**config.mk**
```make
export PLATFORM = sky130hd
export DESIGN_NAME = sm4_tau_sched
export DESIGN_NICKNAME = d
export VERILOG_FILES = /design/src/rtl/sm4_tau_sched.sv
export SDC_FILE = /design/constraint.sdc
export NUM_CORES = 1
export LEC_CHECK = 0
export BUFFER_PORTS_ARGS = -buffer_cell sky130_fd_sc_hd__buf_2
export CAP_MARGIN = 5
export CORE_ASPECT_RATIO = 0.8
export CORE_MARGIN = 2
export CORE_UTILIZATION = 48
export DETAILED_ROUTE_END_ITERATION = 12
export GPL_TIMING_DRIVEN = 0
export PLACE_DENSITY = 0.74
export RECOVER_POWER = 100
export SLEW_MARGIN = 20
export SYNTH_ARGS = -nofsm -noshare
export SYNTH_HDL_FRONTEND = slang
export SYNTH_SLANG_ARGS = --single-unit
```
**constraint.sdc**
```tcl
create_clock -name clk -period 1.85 [get_ports clk]
set_input_delay 0.37 -clock clk [delete_from_list [all_inputs] [get_ports clk]]
set_output_delay 0.37 -clock clk [all_outputs]
set_load 0.1 [all_outputs]
```
**src/rtl/sm4_tau_sched.sv**
```systemverilog
// Time-shares one external SM4 S-box between the round-function and key-expansion
// datapaths: each accepted 32-bit word is substituted byte by byte and returned whole.
module sm4_tau_sched #(
   parameter int SBOX_LAT  = 0,
   parameter bit LAST_INIT = 1'b1
) (
   input  logic        clk,
   input  logic        rst_n,
   input  logic        req0_valid,
   input  logic [0:31] req0_data,
   output logic        req0_ready,
   input  logic        req1_valid,
   input  logic [0:31] req1_data,
   output logic        req1_ready,
   output logic [0:7]  sbox_in,
   input  logic [0:7]  sbox_out,
   output logic        resp_valid,
   output logic        resp_id,
   output logic [0:31] resp_data,
   output logic        busy
);

   typedef enum logic [1:0] {IDLE, ISSUE, DRAIN, DONE} state_t;

   state_t      state;
   logic [1:0]  cnt;
   logic [0:31] word_q;
   logic [0:31] result_q;
   logic [0:31] result_d;
   logic        id_q;
   logic        last_q;
   logic        in_idle;
   logic        grant0;
   logic        grant1;
   logic        wr_en;
   logic [1:0]  wr_idx;

   // Grants are gated by rst_n so ready reads 0 while reset is held.
   always_comb begin
      in_idle = rst_n && (state == IDLE);
      grant0  = in_idle && req0_valid && (!req1_valid || last_q);
      grant1  = in_idle && req1_valid && (!req0_valid || !last_q);
   end

   assign req0_ready = grant0;
   assign req1_ready = grant1;
   assign resp_valid = (state == DONE);
   assign busy       = (state != IDLE);

   // NOTE: every variable assigned in always_comb gets a default first, so no latch is inferred.
   always_comb begin
      sbox_in = 8'h00;
      wr_en   = 1'b0;
      wr_idx  = cnt;
      if (state == ISSUE) begin
         sbox_in = word_q[{cnt, 3'b000} +: 8];
      end else if (state == DRAIN) begin
         sbox_in = word_q[24 +: 8];
      end
      if (SBOX_LAT == 0) begin
         wr_en  = (state == ISSUE);
         wr_idx = cnt;
      end else begin
         // A registered S-box returns the byte issued one cycle earlier.
         if (state == ISSUE) begin
            wr_en  = (cnt != 2'd0);
            wr_idx = cnt - 2'd1;
         end else if (state == DRAIN) begin
            wr_en  = 1'b1;
            wr_idx = 2'd3;
         end
      end
      result_d = result_q;
      if (wr_en) begin
         result_d[{wr_idx, 3'b000} +: 8] = sbox_out;
      end
   end

   // NOTE: sequential state uses non-blocking assignments only, so every register samples pre-edge values.
   always_ff @(posedge clk or negedge rst_n) begin
      if (!rst_n) begin
         state     <= IDLE;
         cnt       <= 2'd0;
         word_q    <= 32'h0;
         result_q  <= 32'h0;
         id_q      <= 1'b0;
         last_q    <= LAST_INIT;
         resp_id   <= 1'b0;
         resp_data <= 32'h0;
      end else begin
         result_q <= result_d;
         case (state)
            IDLE: begin
               if (grant0 || grant1) begin
                  word_q <= grant1 ? req1_data : req0_data;
                  id_q   <= grant1;
                  last_q <= grant1;
                  cnt    <= 2'd0;
                  state  <= ISSUE;
               end
            end
            ISSUE: begin
               cnt <= cnt + 2'd1;
               if (cnt == 2'd3) begin
                  if (SBOX_LAT == 0) begin
                     state     <= DONE;
                     resp_data <= result_d;
                     resp_id   <= id_q;
                  end else begin
                     state <= DRAIN;
                  end
               end
            end
            DRAIN: begin
               state     <= DONE;
               resp_data <= result_d;
               resp_id   <= id_q;
            end
            default: begin
               state <= IDLE;
            end
         endcase
      end
   end

endmodule

```
==> impl_metrics.json <==
{
  "critical_path.n_buffers_inverters": 2,
  "regToRegEndpoint": "resp_data[13]",
  "place.gp.congestion": 0.905,
  "timing.reg2reg.setup_slack_ns": -0.18,
  "via_count": 3703,
  "crit_slowest_cell": "mux4_2",
  "io_buffer_count": 120,
  "clock-sinks": 103,
  "cp-startpoint": "cnt[0]",
  "max-clock-path-buffers": 2,
  "drt_drc_violations_left": 0,
  "rows": 33,
  "netlist_area_um2": 4950,
  "detailedRoute.firstIterationViolations": 262,
  "seqCellArea_um2": 2580,
  "failed_checks": "negative setup slack",
  "rsz0062_at_grt": "true",
  "netlist-cell-type-count": 33,
  "detail_route.first_pass.iterations": 4,
  "combinational_family_with_the_most_area_after_synthesis": "compound AO/OA/AOI/OAI gates",
  "data_arrival_time_of_the_critical_path_ns": 1.81,
  "globalRouteOverflowTotal": 0,
  "grt_start_max_net_pins": 61,
  "timing.critical_path.to": "sbox_in[0]",
  "ctsRootBufferMaster": "clkbuf_16",
  "multiInputGateArea_um2": 2350,
  "cp_data_required_time_ns": 1.48,
  "fin_nets": 598,
  "groute.usage.overall": 0.229,
  "design.core.area_um2": 10200,
  "synth_warnings": 0,
  "via_count_of_the_first_global_routing_pass": 3650,
  "die_w_um": 118,
  "flow.area_growth_from_synthesis_pct": 37.7,
  "synth_async_sr_flop_share": 1.00,
  "count_of_final_hold_check_violations": 0,
  "ir_drop_mv": 1.34,
  "startpoint_type": "register",
  "holdWs_ns": 0.00842,
  "crit_path_frequent_cell": "buf_12",
  "synth_edf_count": 0,
  "yosys-top-cells-area": "dfrtp_1 (52%), mux2_4 (9.1%), a22o_1 (6.9%)",
  "cp_top_family": "multiplexers",
  "worstPathCellList": "buf_12, mux4_2, a22o_4, buf_12",
  "timing.final.max_slew_violations": 0,
  "cp_slowest_stage_delay_ns": 0.52,
  "postSynthNetCount": 442,
  "dominantRegCellSynth": "dfrtp_1",
  "synth_fa_ha_area_frac": 0.0227,
  "effective_utilization_at_floorplan": 0.488,
  "synthesis.instances": 357,
  "worst_slack_ns": -0.326,
  "cp_num_cells": 4,
  "finalCriticalPeriod_ns": 2.18,
  "reg2regPathDepth": 7,
  "route.final.wire_length_um": 13400,
  "synth-simple-area-share": 0.0674,
  "fin_total_pwr_w": 0.0143,
  "dieHeight_um": 94.9,
  "grt_pass1_wl_um": 19700,
  "fin_skew_ns": 0.00715,
  "drive_above_1_share": 0.504,
  "path_max_fanout": 10,
  "worst_setup_path_end_kind": "primary output",
  "min_path_type": "primary input to asynchronous set/reset pin",
  "routed_wire_length_per_instance_um": 20.4,
  "synth.area.mux_share": 0.138,
  "min_period_over_period": 1.18,
  "worst_setup_hold_path_clk_slew_ns": 0.07,
  "power.leakage_nw": 3.68,
  "avgViaCountPerCell": 5.63,
  "relSlewSlack": 0.307,
  "antennaDiodeCount": 0,
  "yosysTopAreaCellShare": 0.515,
  "ant_nets": 0,
  "max_slew.worst_pin.slew_ns": 1.04,
  "fmax_mhz": 460,
  "design_area_um2": 6820,
  "numPlacedInstances": 618,
  "cts_inserted_buffers": 9,
  "power_per_cell_area_nw_per_um2": 2090,
  "fin_util": 0.672,
  "yosys_register_bits": 103,
  "synth-xor-area-share": 0,
  "cts_tree": "yes",
  "report.final.setup_viol": 44,
  "pin_count": 121,
  "clock_tree.htree_level_count": 3,
  "max_cap_violations": 0,
  "fin_cells": 658,
  "library_cell_with_the_highest_instance_count_after_synthesis": "dfrtp_1",
  "avgSynthCellArea_um2": 13.9,
  "fp.dieArea_um2": 11200,
  "synth_largest_area_cell": "dfrtp_1",
  "detailed_place_hpwl_um": 8530,
  "source_to_sink_clock_delay_at_the_later_pin_of_the_worst_skew_pair_ns": 0.34,
  "fill_cells": 757,
  "setup.worst_path.class": "register to primary output",
  "ys_top_cells_by_count": "dfrtp_1 (102), a22o_1 (39), and2_1 (33)",
  "dpl-instance-area_um2": 5850,
  "antenna_found_initial": 0,
  "synth-compound-area-share": 0.205,
  "sequential_cell_area_fraction_in_the_yosys_report": 0.521,
  "run_status": "finished, violations left",
  "rr_startpoint": "cnt[0]"
}
-- power breakdown --
| group | internal [W] | switching [W] | leakage, nW |
|---|---|---|---|
| sequential | 0.00316 | 0.000585 | 1.32 |
| clock | 0.00124 | 0.000825 | 0.161 |
| combinational | 0.00340 | 0.00506 | 2.19 |
| total | 0.00780 | 0.00647 | 3.68 |
-- cell type report --
type	instances	area share
clock buffers	11	0.0356
repair buffers	146	0.153
inverters	8	0.00495
plain buffers	28	0.0455
well taps	140	0.0257
multi-input cells	217	0.345
flip-flops and latches	103	0.378
clock inverters	5	0.0127
-- flip-flops by register name (all words and copies together), names as in the netlist --
signal	count
word_q	32
last_q	1
cnt	2
id_q	1
state	2
resp_id	1
resp_data	32
result_q	32
-- worst min path at each step --
stage	from	to	depth (start not counted)
CTS	rst_n	result_q[9]	1
global route	rst_n	result_q[9]	1
detailed placement	rst_n	resp_data[1]	1
floorplan	rst_n	cnt[0]	0
global placement	id_q	id_q	1
finish	rst_n	result_q[9]	1
-- kinds of logic after synthesis --
kind of cell               count (synthesis)
AOI/OAI and AO/OA                        113
and+or+nand+nor                           51
adders and majority gates                  9
muxes                                     43
buffers and inverters                     38
DFF                                      103
-- timing repair --
item,in CTS,in global routing
setup buffers,10,9
resized for setup,75,66
setup endpoints to repair,74,77
pin swaps,1,26
gates cloned,1,6
hold buffers,0,0
-- stage by stage --
| stage | worst slack, ns | TNS [ns] |
|---|---|---|
| 6_report | -0.326 | -7.86 |
| 5_1_grt | -0.373 | -12.56 |
| 4_1_cts | -0.323 | -3.99 |
| 3_5_place_dp | -0.663 | -15.36 |
| 3_3_place_gp | -2.25 | -146.37 |
| 2_1_floorplan | -0.0687 | -0.0687 |
-- routing by layer --
layer,share of wire,up-vias,GRT usage,wire (um)
met5,0,-,0,0
li1,-,1662,-,-
met1,0.48,1865,0.345,6410
met2,0.44,154,0.350,5960
met3,0.064,22,0.0411,856
met4,0.016,0,0.0472,217
-- layout by cell type, fill, tap and decap left out, drive strengths merged --
cell type	n
a211o	32
clkinvlp	1
mux2	34
a21o	2
ha	9
nand2	6
dfrtp	102
dfstp	1
o21ai	4
nand2b	2
buf	134
o2111ai	1
clkinv	1
and4bb	1
mux2i	1
and4b	2
o211ai	2
a22o	39
and4	1
nor2	1
and2	33
nor2b	2
clkbuf	51
o211a	33
a21oi	1
nand3	3
inv	9
bufinv	2
mux4	8
Note: power is estimated with default switching activity, not from simulation.
